File: src/rtl/brm_rate_mult_if.sv
// Bus bundle for brm_rate_mult: enable, rate programming and pulse outputs.
// Optional BRM_PULSE_COUNT_EN adds the pulse_total output.
interface brm_rate_mult_if #(
  parameter int WIDTH = 8
);
  logic             p_0;
  logic [WIDTH-1:0] rate_in;
  logic             rate_load;
  logic             z;
  logic             period_done;
  logic [WIDTH-1:0] cnt;
  logic [WIDTH-1:0] rate_active;
  logic             rate_pending;
`ifdef BRM_PULSE_COUNT_EN
  logic [WIDTH-1:0] pulse_total;

  modport master (
    output p_0, rate_in, rate_load,
    input  z, period_done, cnt, rate_active, rate_pending, pulse_total
  );
  modport slave (
    input  p_0, rate_in, rate_load,
    output z, period_done, cnt, rate_active, rate_pending, pulse_total
  );
`else
  modport master (
    output p_0, rate_in, rate_load,
    input  z, period_done, cnt, rate_active, rate_pending
  );
  modport slave (
    input  p_0, rate_in, rate_load,
    output z, period_done, cnt, rate_active, rate_pending
  );
`endif
endinterface

File: src/rtl/brm_rate_mult.sv
// Parametrised binary rate multiplier: `rate` pulses per 2^WIDTH enabled cycles,
// with period-boundary rate update. Optional macro BRM_PULSE_COUNT_EN adds pulse_total.
module brm_rate_mult #(
  parameter int WIDTH = 8
) (
  input  logic           blif_clk_net,
  input  logic           blif_reset_net,
  brm_rate_mult_if.slave bus
);

  localparam logic [WIDTH-1:0] CNT_ONE = {{(WIDTH-1){1'b0}}, 1'b1};
  localparam logic [WIDTH-1:0] CNT_MAX = {WIDTH{1'b1}};

  logic [WIDTH-1:0] cnt_r;
  logic [WIDTH-1:0] rate_active_r;
  logic [WIDTH-1:0] shadow_r;
  logic             rate_pending_r;
  logic             fresh_r;
  logic             z_r;
  logic             period_done_r;

  logic [WIDTH-1:0] cnt_inc_s;
  logic [WIDTH-1:0] low_zero_s;
  logic [WIDTH-1:0] rate_rev_s;
  logic             wrap_s;
  logic             pulse_s;

  // Pulse select: the lowest zero bit of cnt (index = trailing ones) picks rate bit WIDTH-1-t
  always_comb begin
    cnt_inc_s  = cnt_r + CNT_ONE;
    low_zero_s = cnt_inc_s & ~cnt_r;
    for (int i = 0; i < WIDTH; i++) begin
      rate_rev_s[i] = rate_active_r[WIDTH-1-i];
    end
    wrap_s  = bus.p_0 & (cnt_r == CNT_MAX);
    pulse_s = bus.p_0 & (|(low_zero_s & rate_rev_s));
  end

  // Counter, strobes, fresh flag and shadow/active rate registers
  always_ff @(posedge blif_clk_net) begin
    if (blif_reset_net) begin
      cnt_r          <= {WIDTH{1'b0}};
      rate_active_r  <= {WIDTH{1'b0}};
      shadow_r       <= {WIDTH{1'b0}};
      rate_pending_r <= 1'b0;
      fresh_r        <= 1'b1;
      z_r            <= 1'b0;
      period_done_r  <= 1'b0;
    end else begin
      z_r           <= pulse_s;
      period_done_r <= wrap_s;

      if (bus.p_0) begin
        cnt_r <= cnt_inc_s;
      end else begin
        cnt_r <= cnt_r;
      end

      if (wrap_s) begin
        fresh_r <= 1'b1;
      end else if (bus.p_0) begin
        fresh_r <= 1'b0;
      end else begin
        fresh_r <= fresh_r;
      end

      // A load may only reach rate_active at a period boundary or before the first enable of a period
      if (bus.rate_load && wrap_s) begin
        rate_active_r  <= bus.rate_in;
        rate_pending_r <= 1'b0;
      end else if (bus.rate_load && fresh_r && !bus.p_0) begin
        rate_active_r  <= bus.rate_in;
      end else if (bus.rate_load) begin
        shadow_r       <= bus.rate_in;
        rate_pending_r <= 1'b1;
      end else if (wrap_s && rate_pending_r) begin
        rate_active_r  <= shadow_r;
        rate_pending_r <= 1'b0;
      end else begin
        rate_active_r  <= rate_active_r;
        rate_pending_r <= rate_pending_r;
      end
    end
  end

  assign bus.z            = z_r;
  assign bus.period_done  = period_done_r;
  assign bus.cnt          = cnt_r;
  assign bus.rate_active  = rate_active_r;
  assign bus.rate_pending = rate_pending_r;

`ifdef BRM_PULSE_COUNT_EN
  logic [WIDTH-1:0] pulse_cnt_r;
  logic [WIDTH-1:0] pulse_total_r;

  // Per-period pulse tally, published at the wrap (the wrap cycle itself never pulses)
  always_ff @(posedge blif_clk_net) begin
    if (blif_reset_net) begin
      pulse_cnt_r   <= {WIDTH{1'b0}};
      pulse_total_r <= {WIDTH{1'b0}};
    end else if (wrap_s) begin
      pulse_cnt_r   <= {WIDTH{1'b0}};
      pulse_total_r <= pulse_cnt_r;
    end else if (pulse_s) begin
      pulse_cnt_r   <= pulse_cnt_r + CNT_ONE;
    end else begin
      pulse_cnt_r   <= pulse_cnt_r;
    end
  end

  assign bus.pulse_total = pulse_total_r;
`endif

endmodule
File: src/flat_wrapper.sv
// flat-port wrapper written by rule: the top's interface ports become plain ports
module brm_rate_mult_flat 
#(
  parameter int WIDTH = 8
)
  (blif_clk_net, blif_reset_net, bus_p_0, bus_rate_in, bus_rate_load, bus_z, bus_period_done, bus_cnt, bus_rate_active, bus_rate_pending);
  brm_rate_mult_if #(.WIDTH(WIDTH)) bus_i ();
  input  logic blif_clk_net;
  input  logic blif_reset_net;
  input wire logic [$bits(bus_i.p_0)-1:0] bus_p_0;
  input wire logic [$bits(bus_i.rate_in)-1:0] bus_rate_in;
  input wire logic [$bits(bus_i.rate_load)-1:0] bus_rate_load;
  output wire logic [$bits(bus_i.z)-1:0] bus_z;
  output wire logic [$bits(bus_i.period_done)-1:0] bus_period_done;
  output wire logic [$bits(bus_i.cnt)-1:0] bus_cnt;
  output wire logic [$bits(bus_i.rate_active)-1:0] bus_rate_active;
  output wire logic [$bits(bus_i.rate_pending)-1:0] bus_rate_pending;
  assign bus_i.p_0 = bus_p_0;
  assign bus_i.rate_in = bus_rate_in;
  assign bus_i.rate_load = bus_rate_load;
  assign bus_z = bus_i.z;
  assign bus_period_done = bus_i.period_done;
  assign bus_cnt = bus_i.cnt;
  assign bus_rate_active = bus_i.rate_active;
  assign bus_rate_pending = bus_i.rate_pending;
  brm_rate_mult #(.WIDTH(WIDTH)) u_core (.blif_clk_net(blif_clk_net), .blif_reset_net(blif_reset_net), .bus(bus_i));
endmodule
File: config.mk
export PLATFORM = sky130hd
export DESIGN_NAME = brm_rate_mult_flat
export DESIGN_NICKNAME = d
export VERILOG_FILES = /design/src/rtl/brm_rate_mult_if.sv /design/src/rtl/brm_rate_mult.sv /design/src/flat_wrapper.sv
export SDC_FILE = /design/constraint.sdc
export NUM_CORES = 1
export LEC_CHECK = 0
export ABC_AREA = 1
export CAP_MARGIN = 20
export CORE_MARGIN = 10
export CORE_UTILIZATION = 40
export CTS_CLUSTER_DIAMETER = 40
export CTS_CLUSTER_SIZE = 28
export DETAILED_ROUTE_END_ITERATION = 7
export PLACE_DENSITY = 0.71
export REMOVE_ABC_BUFFERS = 1
export SETUP_SLACK_MARGIN = 0.1
export SLEW_MARGIN = 5
export SYNTH_ARGS = -nofsm -noshare
export SYNTH_HDL_FRONTEND = slang
export SYNTH_SLANG_ARGS = --single-unit
File: constraint.sdc
create_clock -name blif_clk_net -period 2.65 [get_ports blif_clk_net]
set_input_delay 0.265 -clock blif_clk_net [delete_from_list [all_inputs] [get_ports blif_clk_net]]
set_output_delay 0.265 -clock blif_clk_net [all_outputs]
set_load 0.02 [all_outputs]
[Word-level counts from Yosys, hierarchy flattened]
Cells that the tools add are included.
Storage, ports and cells
  input bits: 12
  output and inout port bits: 19
  register bits: 28
  logic and storage cells: 36
Operators by class
  multiplexer cells: 6
  equal/unequal tests: 2
  bitwise logic cells: 7
  reductions and logical operators: 13
  add/sub/neg operators: 1
Operators with widths (number)
  2-to-1 mux 8 bit: 4
  AND 8 bit: 2
  adder 8 x 1 -> 8 bit (second input constant): 1
  equality test 8 bit (second input constant): 1
  inverter 8 bit: 1
  OR reduction 8 bit: 1
  logical AND 1 bit: 4
  AND reduction 2 bit: 2
  OR reduction 2 bit: 2
  != test 3 x 1 -> 1 bit (second input constant): 1
  AND reduction 3 bit: 1
  nonzero test 3 bit: 1
  AND 1 bit: 2
  2-to-1 mux 1 bit: 2
  inverter 1 bit: 2
  nonzero test 2 bit: 1
  zero test 1 bit: 1

[Depth between registers and ports, before layout]
Gate-level depths: netlist of the first run.
  depth after elaboration: 7
  mapped depth: 10
  depth with buffers taken out: 8

[Worst setup path after synthesis of the first run]
No wires, ideal clock.
  path type: register -> register
  start point: reg u_core.cnt_r[0], in the netlist u_core.bus.cnt[0]
  end point: reg u_core.shadow_r[0]
  arrival time: 1.576 ns
  library setup time: 0.113 ns
  path slack: 0.961 ns
  cell stages (with the launch flop): 10
  data required time: 2.537 ns
  path buffers: 2
  period minus slack after synthesis: 1.689 ns
  cell sequence: dfxtp_1 -> ha_1 -> nand3_2 -> nor2_4 -> nand2_2 -> and3_1 -> buf_6 -> buf_6 -> nor2_1 -> nor2_1
Between the ends
  longest elaborated chain between the ends: 5
Ends and longest elaborated chain
  start: declaration: RTL line brm_rate_mult.sv:14  | logic [WIDTH-1:0] cnt_r;
  start signal: assignment: RTL line brm_rate_mult.sv:42  | cnt_r <= {WIDTH{1'b0}};
  start signal: assignment: RTL line brm_rate_mult.sv:54  | cnt_r <= cnt_inc_s;
  start signal: assignment: RTL line brm_rate_mult.sv:56  | cnt_r <= cnt_r;
  equality test 8 bit: RTL line brm_rate_mult.sv:35  | wrap_s = bus.p_0 & (cnt_r == CNT_MAX);
  AND 1 bit: RTL line brm_rate_mult.sv:35
  logical AND 1 bit: RTL line brm_rate_mult.sv:68  | if (bus.rate_load && wrap_s) begin
  inverter 1 bit (no source line)
  AND reduction 3 bit (no source line)
  end signal: assignment: RTL line brm_rate_mult.sv:44  | shadow_r <= {WIDTH{1'b0}};
  end signal: assignment: RTL line brm_rate_mult.sv:74  | shadow_r <= bus.rate_in;
  end: declaration: RTL line brm_rate_mult.sv:16  | logic [WIDTH-1:0] shadow_r;
No other way between the ends.
A chain may end at the register's enable or synchronous reset.

[Worst setup path in the final report of the first run]
  start point: reg u_core.cnt_r[0], in the netlist u_core.bus.cnt[0]
  end point: reg u_core.shadow_r[2]
Same word-level chain as after synthesis.

==> reports/qor.yml, run 1 <==
finish:
  multiInputGateArea_sq_um: 812
  area_growth_pct: 22.4
  drive_above_1_share_pct: 7.79
  final_nets: 252
  antenna_cells: 0
  final-seq-area_sq_um: 561
  finalInstanceArea_sq_mm: 0.00188
  fillerInstances: 382
  fin_cells: 279
timing:
  fin_tns_setup_ps: 0
  worstMarginPinSlew_ps: 557
  finalCriticalPeriod_ps: 1900
  skew_ps: 7.37
  report.final.slew_viol_count: 0
  slew_headroom_pct: 62.9
  rsz0062_at_grt: "false"
  timing.fmax_mhz: 525
  finalSetupViolCount: 0
  hold_viol_final: 0
  setup_ws_ps: 745
  period_share_pct: 71.9
pwr:
  seq_power_share_pct: 52.1
  p_switching_uw: 242
  p_sw_share_pct: 27.1
  power_density_mw_per_mm2: 476
  irDropWorstVdd_mv: 0.237
  internal_power_uw: 651
  combPwrFrac_pct: 18.4
  p_leak_nw: 0.778
  pwr-share-clk_pct: 29.5
floorplanning:
  die_x_um: 81.9
  coreArea_sq_mm: 0.00369
  die_area_sq_mm: 0.00671
  initial_utilization_pct: 41.6
  rows: 22
  die_h_um: 81.9
  num_io_pins: 31
setup_path:
  r2r-end: "u_core.shadow_r[2]"
  cp.arrival_ps: 2120
  rrSetupSlack_ps: 750
  cp_cell_sequence: "ha_1 -> nand3_2 -> nor2_4 -> nand2_2 -> and3_1 -> nand2_1 -> nand2_1 -> nor2_1"
  crit_required_ps: 2870
  start_kind: "register"
  critPathKind: "register to register"
  end_kind: "register"
  reg2reg_from: "u_core.bus.cnt[0]"
  reg2regPathDepth: 8
  slowest_stage: "dfxtp_1"
  cpMostUsedCell: "nand2_1"
  slowest_delay_ps: 440
  crit_fanout: 16
place:
  placed_cells: 275
  place_ws_ps: 614
  dp_hpwl_mm: 2.57
  postPlaceCellArea_sq_mm: 0.00182
  portBuffers: 30
  place.gp.congestion: 0.804
run_status:
  status: "complete, no violations"
yosys:
  synth_area_leaders: "dfxtp_1 (37%), nand2_1 (12%), ha_1 (6.5%), nand4_1 (6.5%), a21oi_1 (5.5%)"
  synth_top_area_share_pct: 36.5
  synth_seq_cells: 28
  synth_area_sq_mm: 0.00153
  yosys.area.top_type: "dfxtp_1"
  ys_types: 27
  yosysWarnings: 0
  synth_most_common_cell: "nand2_1"
  yosys_most_used_dff: "dfxtp_1"
  synthArstFlopShare_pct: 0
  yosys-top-cells-count: "nand2_1 (51), dfxtp_1 (28), nor2_1 (19)"
  ys_seq_area_share_pct: 36.5
  postSynthCellCount: 207
  synth_edf_count: 0
  syn_area_per_cell_sq_um: 7.41
detailed_routing:
  route.vias.total: 1377
  antenna_left: 0
  dr.pass1.iters: 4
  routed_wirelength_mm: 3.50
  drc_errors: 0
  drt_first_iter_violations: 125
  viasPerCell: 4.94
  wl_per_cell_um: 12.6
global_route:
  grt_overflow: 0
  antenna_found_initial: 0
  grt_use_total_pct: 10.8
  grt_pass1_vias: 1317
  grt_pass1_wl_mm: 5.95
  grt_max_degree: 26
clock_network:
  clock-sinks: 28
  cts_hold_buf: 0
  clkTransAtPathRegs_ps: 100
  h-tree-depth: 1
  clock_path_buffers: 2
  clk_latency_ps: 270
  numCtsBuffers: 3
  cts_root_buf: "clkbuf_8"
  postCtsSetupRepairBufs: 0
  cts_tree: "built"
  cts_resized: 0
worst_hold_path:
  hp-start: "u_core.shadow_r[1]"
  min_path_type: "register to register"
  hold_depth: 2
  min_to: "u_core.shadow_r[1]"
flow_run:
  max_cap_violations: 0
[worst max path at each step]
stage,startpoint,to,slack [ps],cells past startpoint
after floorplan,u_core.bus.cnt[0],u_core.shadow_r[0],870,7
after detailed placement,bus_p_0,u_core.bus.rate_active[2],610,9
after global placement,bus_p_0,u_core.bus.rate_active[2],670,9
after global routing,u_core.bus.cnt[0],u_core.shadow_r[1],490,8
after CTS,u_core.bus.cnt[0],u_core.shadow_r[7],710,8
final,u_core.bus.cnt[0],u_core.shadow_r[2],750,8
[sequential cells by signal (all words and copies together) (netlist names)]
signal,cells
u_core.bus.rate_active,8
u_core.fresh_r,1
u_core.bus.z,1
u_core.bus.rate_pending,1
u_core.bus.cnt,8
u_core.bus.period_done,1
u_core.shadow_r,8
[metal layers]
layer	GRT usage (%)	vias up	routed length, um
li1	-	733	-
met1	14.0	616	1660
met2	17.4	24	1600
met3	2.40	4	202
met4	3.57	0	46
met5	0	-	0
[power by group through the flow]
stage	sequential, mW	clock (mW)	combinational (mW)
2_1_floorplan	0.489	0	0.0765
3_3_place_gp	0.476	0	0.165
3_5_place_dp	0.475	0	0.166
4_1_cts	0.466	0.271	0.167
5_1_grt	0.469	0.280	0.187
6_report	0.465	0.264	0.165
[cells in the final DEF (no fill, tap or decap)]
cell type        count
and3_1               1
nand3_1              2
a22o_1               2
nor4_1               1
nor3_1               1
a21oi_1             17
o21ai_0             10
nand2_2              3
nor3b_1              1
inv_2                2
a221oi_1             1
clkdlybuf4s50_1     30
nand4_1             16
clkbuf_8             4
ha_1                 8
nor2_4               2
nand3_2              2
o21ai_1              6
buf_4                2
inv_1               18
nand2_1             51
dfxtp_1             28
nand3_4              3
nor2_1              19
xnor2_1              1
[cell families after synthesis]
| family | share of synthesized area, % |
|---|---|
| AOI/OAI and AO/OA | 12.5 |
| xor gates and xnor gates | 0.571 |
| adders and majority gates | 6.53 |
| buffers and inverters | 10.5 |
| DFF | 36.5 |
| and+or+nand+nor | 33.4 |
[cell type report]
type,count,share of cell area (%)
multi-input cells,147,43.2
flip-flops and latches,28,29.8
repair buffers,32,16.8
inverters,20,4.00
well taps,48,3.20
clock buffers,4,2.93
[stage by stage]
stage,utilization (%),hold WS [ps],power [mW]
6_report,50.9,489,0.894
5_1_grt,50.9,507,0.936
4_1_cts,50.9,491,0.904
3_5_place_dp,49.4,473,0.642
3_3_place_gp,49.4,466,0.640
2_1_floorplan,-,334,0.565
[worst max-delay path: cells and delay by family, from the launching register on]
kind	cells	cell delay [ps]
DFF	1	440
and+or+nand+nor	7	1200
adders and majority gates	1	220
Power figures use the tool's default switching activity.
==> inputs of run 2 (changes only) <==
==> constraint.sdc (replaced) <==
create_clock -name blif_clk_net -period 1.8 [get_ports blif_clk_net]
set_input_delay 0.18 -clock blif_clk_net [delete_from_list [all_inputs] [get_ports blif_clk_net]]
set_output_delay 0.18 -clock blif_clk_net [all_outputs]
set_load 0.02 [all_outputs]
==> reports/qor.yml, run 2 (synthesis results as in run 1) <==
setup_path:
  slowest_delay_ps: 350  # -90 ps
  end_kind: "register"
  rrSetupSlack_ps: 250  # -500 ps
  cp_cell_sequence: "ha_2 -> nand3_2 -> nor2_4 -> buf_4 -> ha_1 -> a22o_1 -> nor2_1 -> a21oi_1"
  r2r-end: "u_core.bus.z"
  reg2reg_from: "u_core.bus.cnt[0]"
  cp.arrival_ps: 1750  # -370 ps
  slowest_stage: "dfxtp_1"
  reg2regPathDepth: 8  # unchanged
  crit_required_ps: 2000  # -870 ps
  critPathKind: "register to register"
  start_kind: "register"
  crit_fanout: 4  # -12
clock_network:
  clock-sinks: 28  # unchanged
  h-tree-depth: 1  # unchanged
  cts_hold_buf: 0  # unchanged
  clkTransAtPathRegs_ps: 90  # about the same
  numCtsBuffers: 3  # unchanged
  clk_latency_ps: 270  # about the same
  clock_path_buffers: 2  # unchanged
  cts_tree: "built"
  cts_root_buf: "clkbuf_8"
place:
  portBuffers: 30  # unchanged
  dp_hpwl_mm: 2.78  # +8.3%
  postPlaceCellArea_sq_mm: 0.00189  # +3.6%
  place_ws_ps: 19.7  # -594 ps
  place.gp.congestion: 0.753  # -6.4%
detailed_routing:
  drc_errors: 0  # unchanged
  wl_per_cell_um: 13.0  # +3.8%
  antenna_left: 0  # unchanged
  route.vias.total: 1407  # +2.2%
  dr.pass1.iters: 4  # unchanged
  drt_first_iter_violations: 95  # -24%
  routed_wirelength_mm: 3.76  # +7.2%
  viasPerCell: 4.89  # -1.0%
pwr:
  irDropWorstVdd_mv: 0.292  # +23%
  p_leak_nw: 0.829  # +6.5%
  power_density_mw_per_mm2: 653  # +37%
timing:
  slew_headroom_pct: 66.5  # +3.6 points
  rsz0062_at_grt: "true"
  timing.fmax_mhz: 645  # +23%
  hold_viol_final: 0  # unchanged
  period_share_pct: 86.2  # +14 points
  setup_ws_ps: 249  # -497 ps
  worstMarginPinSlew_ps: 502  # -55.3 ps
  skew_ps: 5.37  # -2.01 ps
  fin_tns_setup_ps: 0  # unchanged
  finalSetupViolCount: 0  # unchanged
  report.final.slew_viol_count: 0  # unchanged
  finalCriticalPeriod_ps: 1550  # -353 ps
floorplanning:
  die_x_um: 81.9  # unchanged
  rows: 22  # unchanged
  initial_utilization_pct: 41.6  # unchanged
  num_io_pins: 31  # unchanged
  coreArea_sq_mm: 0.00369  # unchanged
  die_area_sq_mm: 0.00671  # unchanged
  die_h_um: 81.9  # unchanged
worst_hold_path:
  min_path_type: "register to register"
  hold_depth: 2  # unchanged
  min_to: "u_core.shadow_r[0]"
  hp-start: "u_core.shadow_r[0]"
finish:
  antenna_cells: 0  # unchanged
  fin_util_pct: 53.4  # +2.4 points
  final_nets: 262  # +4.0%
  finalInstanceArea_sq_mm: 0.00197  # +4.8%
  layout.cells.most_common_list: "nand2_1 (51), clkdlybuf4s50_1 (30), dfxtp_1 (28)"
  drive_above_1_share_pct: 12.1  # +4.3 points
  mostFrequentLayoutCell: "nand2_1"
  area_growth_pct: 28.3
global_route:
  grt_max_degree: 26  # unchanged
  grt_use_total_pct: 11.5  # +0.66 points
  antenna_found_initial: 0  # unchanged
  grt_pass1_wl_mm: 6.04  # +1.4%
  grt_overflow: 0  # unchanged
  grt_pass1_vias: 1317  # unchanged
run_status:
  status: "complete, no violations"
flow_run:
  max_cap_violations: 0  # unchanged
run 2: changes by cell type in the layout (fill, tap and decap cells not counted):
cell / delta
buf_4: +8
buf_12: +2
and3_1: -1
and3_2: +1
clkbuf_8: -1
ha_1: -1
ha_2: +1
run 2: final cells by class:
| class | count | area, sq um |
|---|---|---|
| Multi-Input combinational cell | 147 | 816 |
| Timing Repair Buffer | 42 | 415 |
| Fill cell | 391 | 1720 |
| Inverter | 20 | 75.1 |
| Sequential cell | 28 | 561 |
| Clock buffer | 3 | 41.3 |
| Tap cell | 48 | 60.1 |
run 2: worst max-delay path, delay by kind of cell, from the launching register on:
family                   cells  cell delay (ps)
flip-flops                   1              350
AND/OR/NAND/NOR              3              350
buffers and inverters        1              160
adder cells (fa/ha/maj)      2              340
AO/OA/AOI/OAI                2              290
run 2: per-layer routing:
| layer | GRT usage, % | part of all wire, % | vias up |
|---|---|---|---|
| met1 | 13.9 | 45 | 631 |
| li1 | - | - | 752 |
| met3 | 3.06 | 5.8 | 4 |
| met4 | 5.61 | 1.8 | 0 |
| met2 | 18.4 | 48 | 20 |
| met5 | 0 | 0 | - |
run 2: worst max-delay path by stage:
stage,startpoint,endpoint,slack [ps],cells past startpoint
after floorplan,u_core.bus.cnt[0],u_core.shadow_r[0],20,7
after global placement,bus_p_0,u_core.shadow_r[0],40,8
after detailed placement,bus_p_0,u_core.shadow_r[2],20,8
after CTS,u_core.bus.cnt[0],u_core.shadow_r[2],150,8
after global routing,u_core.bus.cnt[1],u_core.bus.z,100,8
final,u_core.bus.cnt[0],u_core.bus.z,250,8
run 2: metrics by stage:
| step | hold WS [ps] | total power [mW] | std cells |
|---|---|---|---|
| 3_3_place_gp | 464 | 0.956 | 282 |
| 6_report | 489 | 1.28 | 288 |
| 3_5_place_dp | 474 | 0.961 | 282 |
| 2_1_floorplan | 249 | 0.832 | 195 |
| 4_1_cts | 490 | 1.30 | 285 |
| 5_1_grt | 509 | 1.35 | 288 |
run 2: timing repair:
action,in CTS,in global routing
endpoints found under the setup margin,0,11
buffers inserted,0,3
gates resized for setup,0,2
run 2: report_power, final:
group	internal, mW	leakage [nW]	switching (mW)
combinational	0.120	0.577	0.142
sequential	0.656	0.230	0.0264
clock	0.150	0.0216	0.190
